**src/rtl/ws28xx_ctl.sv**
```systemverilog
// ws28xx_ctl: buffers one pixel ahead and streams it MSB-first to the WS28xx bit generator.
// Build option: define WS28XX_CTL_RGBW_EN for 32-bit RGBW pixels (default 24-bit RGB).
module ws28xx_ctl (
  input  logic        clk_i,
  input  logic        rst_n_i,
  input  logic [31:0] data_i,
  input  logic        data_last_i,
  input  logic        data_valid_i,
  output logic        data_ready_o,
  output logic        bit_data_o,
  output logic        bit_valid_o,
  input  logic        bit_ready_i,
  input  logic [15:0] reg_rst_time_i,
  output logic        busy_o,
  output logic        underrun_o,
  output logic        frame_done_o
);

`ifdef WS28XX_CTL_RGBW_EN
  localparam int N = 32;
`else
  localparam int N = 24;
  logic unused_hi_bits;
  assign unused_hi_bits = ^data_i[31:24];
`endif

  typedef enum logic [1:0] {IDLE, SEND, STALL, LATCH} state_t;

  state_t       state;
  logic [N-1:0] hold_data;
  logic         hold_last;
  logic         hold_vld;
  logic [N-1:0] shift;
  logic         shift_last;
  logic [4:0]   bit_cnt;
  logic [15:0]  lat_cnt;
  logic         bit_valid_q;
  logic         underrun_q;
  logic         accept;
  logic         last_bit_done;
  logic         load;

  // Handshakes (all valid/ready): a transfer happens on the rising clock edge where both
  // valid and ready are high. Upstream pixels: data_valid_i/data_ready_o. Generator side:
  // bit_valid_o/bit_ready_i, where bit_ready_i is a one-cycle "bit finished" pulse.
  assign data_ready_o  = ~hold_vld & (state != LATCH);
  assign accept        = data_valid_i & data_ready_o;
  assign last_bit_done = (state == SEND) & bit_ready_i & (bit_cnt == 5'd0);

  // The hold register drains into the shifter whenever the shifter is free to take a pixel.
  always_comb begin
    load = 1'b0;
    if (hold_vld) begin
      case (state)
        IDLE, STALL: load = 1'b1;
        SEND:        load = last_bit_done & ~shift_last;
        default:     load = 1'b0;
      endcase
    end
  end

  always_ff @(posedge clk_i or negedge rst_n_i) begin
    if (!rst_n_i) begin
      hold_data <= '0;
      hold_last <= 1'b0;
      hold_vld  <= 1'b0;
    end else if (accept) begin
      hold_data <= data_i[N-1:0];
      hold_last <= data_last_i;
      hold_vld  <= 1'b1;
    end else if (load) begin
      hold_vld  <= 1'b0;
    end
  end

  always_ff @(posedge clk_i or negedge rst_n_i) begin
    if (!rst_n_i) begin
      state       <= IDLE;
      shift       <= '0;
      shift_last  <= 1'b0;
      bit_cnt     <= 5'd0;
      lat_cnt     <= 16'd0;
      bit_valid_q <= 1'b0;
      underrun_q  <= 1'b0;
    end else begin
      underrun_q <= 1'b0;
      if (load) begin
        shift      <= hold_data;
        shift_last <= hold_last;
        bit_cnt    <= 5'(N - 1);
      end
      case (state)
        IDLE, STALL: begin
          if (hold_vld) begin
            state       <= SEND;
            bit_valid_q <= 1'b1;
          end
        end
        SEND: begin
          if (bit_ready_i) begin
            if (bit_cnt != 5'd0) begin
              shift   <= {shift[N-2:0], 1'b0};
              bit_cnt <= bit_cnt - 5'd1;
            end else if (shift_last) begin
              state       <= LATCH;
              lat_cnt     <= 16'd0;
              bit_valid_q <= 1'b0;
            end else if (!hold_vld) begin
              state       <= STALL;
              bit_valid_q <= 1'b0;
              underrun_q  <= 1'b1;
            end
          end
        end
        LATCH: begin
          // Live compare: lowering reg_rst_time_i below the count runs on to the 16-bit wrap.
          if (lat_cnt == reg_rst_time_i) begin
            state <= IDLE;
          end else begin
            lat_cnt <= lat_cnt + 16'd1;
          end
        end
        default: begin
          state       <= IDLE;
          bit_valid_q <= 1'b0;
        end
      endcase
    end
  end

  assign bit_data_o   = shift[N-1];
  assign bit_valid_o  = bit_valid_q;
  assign underrun_o   = underrun_q;
  assign frame_done_o = (state == LATCH) & (lat_cnt == reg_rst_time_i);
  assign busy_o       = (state != IDLE) | hold_vld;

endmodule

```
**config.mk**
```make
export PLATFORM = sky130hd
export DESIGN_NAME = ws28xx_ctl
export DESIGN_NICKNAME = d
export VERILOG_FILES = /design/src/rtl/ws28xx_ctl.sv
export SDC_FILE = /design/constraint.sdc
export NUM_CORES = 1
export LEC_CHECK = 0
export BUFFER_PORTS_ARGS = -buffer_cell sky130_fd_sc_hd__buf_2
export CORE_ASPECT_RATIO = 1.4
export CORE_MARGIN = 2
export CORE_UTILIZATION = 53
export DETAILED_ROUTE_END_ITERATION = 8
export PLACE_DENSITY = 0.75
export SKIP_CTS_REPAIR_TIMING = 1
export SLEW_MARGIN = 20
export SYNTH_ARGS = -nofsm -noshare
export SYNTH_HDL_FRONTEND = slang
export SYNTH_SLANG_ARGS = --single-unit
```
**constraint.sdc**
```tcl
create_clock -name clk_i -period 4.89 [get_ports clk_i]
set_input_delay 0.2445 -clock clk_i [delete_from_list [all_inputs] [get_ports clk_i]]
set_output_delay 0.2445 -clock clk_i [all_outputs]
set_load 0.1 [all_outputs]
```
======== After elaboration in Yosys (flattened, before gate mapping) ========
Cells that the tools add are included.
cells by class
  multiplexer cells ....................... 35
  reductions and logical operators ........ 11
  equality and inequality tests ........... 12
  bitwise logic cells ..................... 9
  add/subtract/negate cells ............... 2
operators with widths
  operator                 count
  $mux W24                 4
  $mux W16                 4
  $pmux W16 S2             1
  $mux W5                  4
  $add A16 B1 Y16 const B  1
  $eq A16 B16 Y1           1
  $reduce_and A5 Y1        3
  $ne A2 B2 Y1 const B     7
  $mux W1                  13
  $mux W2                  6
  $reduce_bool A2 Y1       4
  $and A1 B1 Y1            6
  $pmux W2 S3              1
  $logic_not A5 Y1         1
  $reduce_bool A5 Y1       1
  $sub A5 B1 Y5 const B    1
  $eq A2 B2 Y1 const B     2
  $pmux W1 S2              2
  $ne A3 B3 Y1 const B     1
  $eq A2 B1 Y1 const B     1
  $logic_not A2 Y1         1
  $not A1 Y1               2
  $reduce_or A2 Y1         1
  $or A1 B1 Y1             1
storage, ports and cells
  word-level logic and storage cells ...... 79
  output and inout bits ................... 6
  bits of input ports ..................... 53
  register bits ........................... 76

======== Logic depth before layout (Yosys ltp) ========
Gate-level depths: netlist (run 1).
  depth in word-level cells ............... 10
  depth in mapped cells ................... 9
  gate-level depth less buffers ........... 7

======== Worst setup path after synthesis (run 1) ========
Ideal clock, no wire load.
  path type ............................... register to register
  start point ............................. register state[0]
  end point ............................... register hold_data[10]
  library setup time ...................... 0.125 ns
  clock period less this slack ............ 3.268 ns
  path slack .............................. 1.622 ns
  stages on the path, launching flop included .. 8
  data arrival time ....................... 3.143 ns
  cells stage by stage .................... dfrtp_1 buf_2 and2_1 clkbuf_1 nor2_1 nand2_1 buf_2 mux2_2
on the way
  word-level cells in the longest chain between the ends .. 3
ends and longest elaborated chain
  element                   RTL line  RTL
  start: declaration        29        state_t state;
  start signal: assignment  78        state <= IDLE;
  start signal: assignment  95        state <= SEND;
  start signal: assignment  105       state <= LATCH;
  $ne A2 B2 Y1              46        assign data_ready_o = ~hold_vld & (state != LATCH);
  $and A1 B1 Y1             46
  named net data_ready_o    9         output logic data_ready_o,
  $and A1 B1 Y1             47        assign accept = data_valid_i & data_ready_o;
  end signal: assignment    68        hold_data <= data_i[N-1:0];
  end: declaration          30        logic [N-1:0] hold_data;
The timed path passes the listed nets, and every way through them passes these cells.
A chain may end at the register's enable or synchronous reset.

======== Final worst setup path (run 1) ========
  start point ............................. register lat_cnt[4]
  end point ............................... output frame_done_o
on the way
  word-level cells in the longest chain between the ends .. 2
ends and longest elaborated chain
  element                   RTL line  RTL
  start: declaration        36        logic [15:0] lat_cnt;
  start signal: assignment  120       lat_cnt <= lat_cnt + 16'd1;
  $eq A16 B16 Y1            134       assign frame_done_o = (state == LATCH) & (lat_cnt == reg_rst_time_i);
  $and A1 B1 Y1             134
  end: declaration          16        output logic frame_done_o
No other way between the ends.

==> results of run 1 <==
[kinds of logic after synthesis]
| kind of cell | after synthesis | share of synthesized area |
|---|---|---|
| AO/OA/AOI/OAI | 86 | 0.140 |
| buffers and inverters | 33 | 0.0425 |
| AND/OR/NAND/NOR | 129 | 0.166 |
| flip-flops | 76 | 0.493 |
| multiplexers | 40 | 0.112 |
| XOR/XNOR | 16 | 0.0364 |
| adder cells (fa/ha/maj) | 3 | 0.00974 |
[state kept, by name, summed over array words and instances (netlist names)]
register and cells:
underrun_o 1, state 2, hold_vld 1, bit_valid_o 1, lat_cnt 16, hold_data 24, bit_cnt 5, hold_last 1
shift 24, shift_last 1
[layer usage]
layer	vias up	global-route usage	routed length, um
met1	1405	0.242	3190
met3	9	0.0389	257
met2	60	0.348	3910
met5	-	0	0
li1	1406	-	-
met4	0	0.0909	100
[cell type report]
cell class | count | area share
clock buffer | 9 | 0.0286
tap | 95 | 0.0274
inverter | 9 | 0.00779
clock inverter | 7 | 0.0211
multi-input combinational | 274 | 0.416
sequential | 76 | 0.439
timing repair buffer | 51 | 0.0600
[per-stage QoR]
step,hold WS (ns),cells,utilization
2_1_floorplan,-0.0511,383,-
3_3_place_gp,0.457,505,0.584
3_5_place_dp,0.451,505,0.584
4_1_cts,0.0663,521,0.615
5_1_grt,0.105,521,0.617
6_report,0.0321,521,0.617
[report_power, final]
part	switching, mW	internal [mW]
clock network	0.236	0.285
registers	0.165	0.858
logic	0.266	0.246
total	0.667	1.39
[critical path: stages (launching register included)]
cell,delay (ns)
sky130_fd_sc_hd__dfrtp_1,0.44
sky130_fd_sc_hd__xnor2_1,0.26
sky130_fd_sc_hd__nand4_1,0.20
sky130_fd_sc_hd__nor4_4,0.24
sky130_fd_sc_hd__buf_4,0.28
sky130_fd_sc_hd__and2_1,0.20
sky130_fd_sc_hd__buf_2,0.44
[cell usage in the layout, fill, tap and decap left out, types with 2 or more instances in the layout]
cell,n
sky130_fd_sc_hd__a2111oi_1,3
sky130_fd_sc_hd__a2111oi_2,2
sky130_fd_sc_hd__a211oi_1,3
sky130_fd_sc_hd__a21oi_1,52
sky130_fd_sc_hd__a21oi_2,8
sky130_fd_sc_hd__and2_1,3
sky130_fd_sc_hd__buf_2,49
sky130_fd_sc_hd__buf_4,2
sky130_fd_sc_hd__bufinv_16,2
sky130_fd_sc_hd__clkbuf_8,9
sky130_fd_sc_hd__clkinv_2,3
sky130_fd_sc_hd__dfrtp_1,76
sky130_fd_sc_hd__ha_1,3
sky130_fd_sc_hd__inv_1,9
sky130_fd_sc_hd__mux2_2,25
sky130_fd_sc_hd__mux2i_1,15
sky130_fd_sc_hd__nand2_1,46
sky130_fd_sc_hd__nand2b_1,11
sky130_fd_sc_hd__nand3_1,7
sky130_fd_sc_hd__nand3b_1,2
sky130_fd_sc_hd__nand4_1,11
sky130_fd_sc_hd__nor2_1,31
sky130_fd_sc_hd__nor2b_1,3
sky130_fd_sc_hd__nor3_1,2
sky130_fd_sc_hd__nor4_1,2
sky130_fd_sc_hd__o21ai_0,9
sky130_fd_sc_hd__o22ai_1,2
sky130_fd_sc_hd__or3_1,2
sky130_fd_sc_hd__xnor2_1,16
[final timing paths]
check / slack [ns] / start / depth (start not counted) / end
max: 2.23 / lat_cnt[4]$_DFFE_PN0P_ / 6 / frame_done_o
min: 0.03 / rst_n_i / 1 / lat_cnt[10]$_DFFE_PN0P_
max reg2reg: 2.35 / bit_cnt[0]$_DFF_PN0_ / 7 / lat_cnt[8]$_DFFE_PN0P_
min reg2reg: 0.49 / hold_last$_DFFE_PN0P_ / 2 / shift_last$_DFFE_PN0P_
max in group asynchronous: 4.25 / rst_n_i / 1 / hold_data[7]$_DFFE_PN0P_
min in group clk_i: 0.12 / data_i[5] / 2 / hold_data[5]$_DFFE_PN0P_
==> flow_results.org, run 1 <==
** Floorplan
- Measured along the x axis, the die boundary spans ~76 um.
- Floorplan Core Area :: 0.00703 mm2
- Row generation in the floorplan step produced 36 rows.
- Pin placement for this block handled 59 I/O pins.
- Die boundary height :: 105 um
- The die covers 0.00798 mm2.
- Starting Density :: 0.549

** Layout
- Of the cells placed in the final design, the portion with a size suffix greater than 1 is 0.263.
- Summing all multi-input logic gate instances after layout gives 0.00180 mm2.
- After routing the design area is 0.00433 mm2.
- Across the whole layout, storage elements account for 0.00190 mm2.
- The number of antenna diodes in the final layout is 0.
- # nets final :: 477
- Synthesis-to-finish area growth :: 12.4%
- The layout has around 630 filler cells.

** Logic synthesis
- Counting every instance in the synthesized netlist gives 383.
- Syn Std Cell Area :: 0.00385 mm2
- Total of flip-flops plus latches after synthesis :: 76
- Asr flop ratio synth :: 1.00
- Most repeated cell in the gate-level netlist after synthesis :: sky130_fd_sc_hd__dfrtp_1
- Cell type with the largest total area after synthesis :: sky130_fd_sc_hd__dfrtp_1
- For this run, the leading register cell type out of synthesis is sky130_fd_sc_hd__dfrtp_1.
- The number of different library cells used by synthesis comes to between 40 and 50.
- For this run, the register share of the synthesized area comes to 0.493.
- In the synthesized netlist, the cells that appear most often are sky130_fd_sc_hd__dfrtp_1 (76), sky130_fd_sc_hd__a21oi_1 (52), sky130_fd_sc_hd__nand2_1 (47), sky130_fd_sc_hd__nor2_1 (32), sky130_fd_sc_hd__mux2_2 (25).
- Yosys warnings :: 0
- Averaged over all synthesized cells, the footprint is about 10 um2.
- Leading post-synthesis cells by cell area :: sky130_fd_sc_hd__dfrtp_1 (49%), sky130_fd_sc_hd__mux2_2 (7.3%), sky130_fd_sc_hd__a21oi_1 (6.8%), sky130_fd_sc_hd__nand2_1 (4.6%), sky130_fd_sc_hd__mux2i_1 (3.9%)
- Area fraction of the dominant cell type after synthesis :: 0.493
- Synthesis produced a netlist with a net count of 439.
- Post-synth EDFFs :: 0

** Power
- The analysis attributes to cell leakage a power of 1.94 nW.
- Max VDD drop :: a little over 300 uV
- Overall power consumption after layout is estimated at 2.06 mW.
- Power per unit of standard cell area :: 474 mW/mm2

** Placed design
- Placement Cell Area :: 0.00411 mm2
- Routability-driven placement finished with a final weighted congestion of 0.854.
- Half-perimeter wire length after placement :: 4.95 mm
- IO buf count :: 50
- Pre-CTS setup slack :: 2.01 ns

** Route
- Number of routed nets with antenna violations :: 0
- After detailed routing, the number of remaining DRC violations is 0.
- The detailed router finished its first iteration with 138 violations.
- First-pass detailed-route iteration total :: 5
- Routed wire per std cell :: around 14 um
- Summed over all layers, the routed wires come to ~7.5 mm.
- Vias after detailed routing :: ~2900
- Using the TritonRoute via totals, the vias-per-cell ratio works out to 5.53.

** Global route
- The number of antenna violations at the first check in global routing is 0.
- Number of global-route vias before repair :: about 2900
- Across every metal layer, demand over resource in global routing totals 0.201.
- Entering global routing, the biggest net connects 77 pins.
- Summed over all layers, the global routing overflow is 0.
- Global-route wire length before repair :: 13.0 mm

** Critical path
- At the worst endpoint, the arrival time is roughly 2.4 ns.
- STA classifies the critical path endpoint as an output port.
- The critical path is of the reg -> out type.
- For the worst setup path, the data required time is ~4.7 ns.
- Critical Path Start Type :: register
- In this run the worst path has a maximum fanout of 19.

** Clock tree
- TritonCTS built the clock tree.
- CTS placed an instance of sky130_fd_sc_hd__clkbuf_8 at the clock tree root.
- Later-pin clock latency in the skew report :: between 0.3 and 0.4 ns
- Clock sink total :: 76
- Buffers inserted during clock tree synthesis total 9.
- Clk pin slew, worst setup/hold paths :: 0.08 ns
- Largest buffer count on any clock path :: 2
- CTS built an H-tree with a depth of 3.

** Run status
- The run finished with clean final reports.

** STA
- Setup violations remaining at the end of the flow were counted as 0.
- Worst rel slew slack :: 0.374
- Setup TNS Final :: 0 ns
- Between clock sinks in the finished design, the worst skew comes to 0.00994 ns.
- For the pin with the worst max-slew slack, the measured transition is 0.939 ns.
- The count of final hold-check violations came to 0.
- Min Tclk post-route :: 2.66 ns
- Min setup slack post-route :: 2.23 ns
- Final period util :: 0.543
- Derived from the worst setup path, the maximum achievable clock frequency is 376 MHz.
- Setup repair after global routing left no endpoint under its margin.
- The final number of max-transition violations is 0.

** Run
- Max_cap viols :: 0

** Min path
- Hold Crit Class :: in -> async
Power figures use the tool's default switching activity.
==> run 2, diff against run 1 <==
Clock period 4.89 ns to 2.6 ns, I/O delays scaled along.
==> flow_results.org, run 2 (synthesis results as in run 1) <==
** Global route
- Across every metal layer, demand over resource in global routing totals 0.198.
- Entering global routing, the biggest net connects 77 pins.
- The via count of the first global-routing pass was 2916.
- Global-route wire length before repair :: 12.9 mm
- Initial antenna violation count :: 0
- After global routing the overflow that remains totals 0.

** STA
- Count of endpoints failing hold in the final timing report :: 76
- Dividing the final minimum period by the clock period gives 0.879.
- Worst Max-Slew Pin Slew :: 0.949 ns
- Setup violations remaining at the end of the flow were counted as 0.
- Min Tclk post-route :: ~2.3 ns
- Summed over all failing endpoints, the final setup total negative slack is 0 ns.
- Unrepaired setup endpoints after global routing :: false
- On the final layout, the worst hold slack is -0.0907 ns.
- Post-Route Skew :: 0.00847 ns
- Upper clock frequency limit :: 437 MHz
- The final number of max-transition violations came to 0.
- Worst rel slew slack :: 0.367

** Critical path
- Along the worst path, the maximum fanout reaches 19.
- Cell with the biggest individual delay on the critical path :: sky130_fd_sc_hd__dfrtp_1
- Critical Path Start Type :: register
- For the worst setup path, the data required time is 2.47 ns.
- The signal on the critical path passes through xnor2_1 -> nand4_1 -> nor4_4 -> buf_4 -> and2_1 -> buf_12.
- Arrival @ worst endpoint :: 2.16 ns
- On the worst path, the slowest cell contributes a delay of approximately 0.47 ns.
- Critical path endpoint category :: output port
- By startpoint and endpoint, the worst setup path is classified as reg -> out.

** Floorplan
- The floorplan step set the die height to 105 um.
- The core region is around 0.007 mm2.
- Row generation in the floorplan step produced 36 rows.
- Starting Density :: 0.549
- During I/O placement, the number of pins put on the boundary was 59.
- The die covers 0.00798 mm2.
- From left edge to right edge, the die measures 76.1 um.

** Route
- The routed layout has 2935 vias.
- Summed over all layers, the routed wires come to 7.52 mm.
- Initial DRC count :: 225
- DRC violation count after routing :: 0
- Routed wire per std cell :: approximately 14 um
- Met3 routed WL :: 286 um
- Number of routed nets with antenna violations :: 0
- Number of vias per cell after detailed routing :: between 5 and 6
- After detailed routing, the wire length on met1 is 3.30 mm.
- Summed over all nets, wire length on met2 after detailed routing comes to 3.81 mm.
- Routed signal wires occupy layers up through met4.
- First-pass detailed-route iteration total :: 5

** Run status
- The run finished, with violations left.
- The final reports fail on negative hold slack.

** Power
- For this design the total switching power over the nets is 1.26 mW.
- Switching share of total power :: 0.302
- Sequential power share :: 0.462
- Comb pwr share :: 0.232
- Of the total power, the clock network draws 0.306.
- Power per unit of standard cell area :: 937 mW/mm2
- Cell internal power was estimated by the tool at 2.92 mW.
- Max VDD drop :: 672 uV
- Summed over all cells, the static leakage comes to approximately 2.0 nW.

** Layout
- 0 antenna diodes ended up in the layout.
- Synthesis-to-finish area growth :: 15.7%
- The library cell used most frequently in the layout, excluding fill and tap cells, is sky130_fd_sc_hd__dfrtp_1.
- Measured on the finished design, the core utilization comes to 0.635.
- Final instance count without filler cells :: 527
- Of the cells placed in the final design, the portion with a size suffix greater than 1 is 0.269.
- # nets final :: 483
- Highest-count cells in the layout ignoring fill and taps :: sky130_fd_sc_hd__dfrtp_1 (76), sky130_fd_sc_hd__a21oi_1 (52), sky130_fd_sc_hd__buf_2 (48)
- Top flop regs :: hold_data: 24 flops, shift: 24 flops, lat_cnt: 16 flops

** Placed design
- Detailed placement ended at an HPWL of around 5 mm.
- Last weighted congestion value of the routability-driven placer :: 0.832
- Instance count after placement with tap cells included :: between 500 and 600
- IO buf count :: 50

** Run
- Across the run, the number of max-cap violations was 0.

** Min path
- Hold Crit Class :: in -> async

** Clock tree
- For the worst-skew pair, the clock arrives at the later sink with an insertion delay of 0.34 ns.
- Clk pin slew, worst setup/hold paths :: 0.08 ns
- CTS saw 76 sinks.
- TritonCTS Buffers :: 9
- The cell sitting at the root of the clock tree is a sky130_fd_sc_hd__clkbuf_8.
- TritonCTS built the clock tree.
- In this run the number of H-tree levels came out at 3.
- Largest buffer count on any clock path :: 2
-- run 2: layout make-up --
cell class                      count  area (um2)
Fill cell                         615        2570
Sequential cell                    76        1900
Multi-Input combinational cell    274        1800
Timing Repair Buffer               57         320
Clock inverter                      6         159
Clock buffer                       10         128
Tap cell                           95         119
Inverter                            9        33.8
-- run 2: layer usage --
| layer | up-vias | track usage |
|---|---|---|
| li1 | 1419 | - |
| met2 | 75 | 0.338 |
| met4 | 0 | 0.0844 |
| met3 | 14 | 0.0397 |
| met1 | 1427 | 0.244 |
| met5 | - | 0 |
-- run 2: power by group through the flow --
stage	sequential (mW)	combinational (mW)	clock, mW
after floorplan	1.89	0.765	0
final	1.93	0.969	1.28
after CTS	1.93	0.981	1.30
after global placement	1.93	0.921	0
after detailed placement	1.95	0.975	0
after global routing	1.99	1.09	1.34
-- run 2: path summary, 6_finish.rpt --
| kind | end | from | cells past startpoint | slack, ns |
|---|---|---|---|---|
| min in group clk_i | hold_data[4]$_DFFE_PN0P_ | data_i[4] | 2 | 0.01 |
| hold reg to reg | shift_last$_DFFE_PN0P_ | hold_last$_DFFE_PN0P_ | 2 | 0.49 |
| max in group asynchronous | state[1]$_DFFE_PN0P_ | rst_n_i | 1 | 2.06 |
| hold / removal | underrun_o$_DFF_PN0_ | rst_n_i | 1 | -0.09 |
| setup / recovery | frame_done_o | lat_cnt[3]$_DFFE_PN0P_ | 6 | 0.31 |
| setup reg to reg | lat_cnt[8]$_DFFE_PN0P_ | bit_cnt[0]$_DFF_PN0_ | 7 | 0.36 |
-- run 2: stage by stage --
stage	hold slack, ns	area, um2	setup WS (ns)	power [mW]
floorplan	-0.166	3860	0.0974	2.65
global placement	0.345	4170	0.426	2.85
detailed placement	0.333	4170	0.362	2.92
CTS	-0.0358	4460	0.275	4.21
global route	0.00459	4460	0.115	4.43
finish	-0.0907	4460	0.314	4.18
-- run 2: critical path: cells and delay by family, from the launching register on --
family / cells / cell delay, ns
flip-flops: 1 / 0.47
XOR/XNOR: 1 / 0.19
buffers and inverters: 2 / 0.47
AND/OR/NAND/NOR: 3 / 0.67
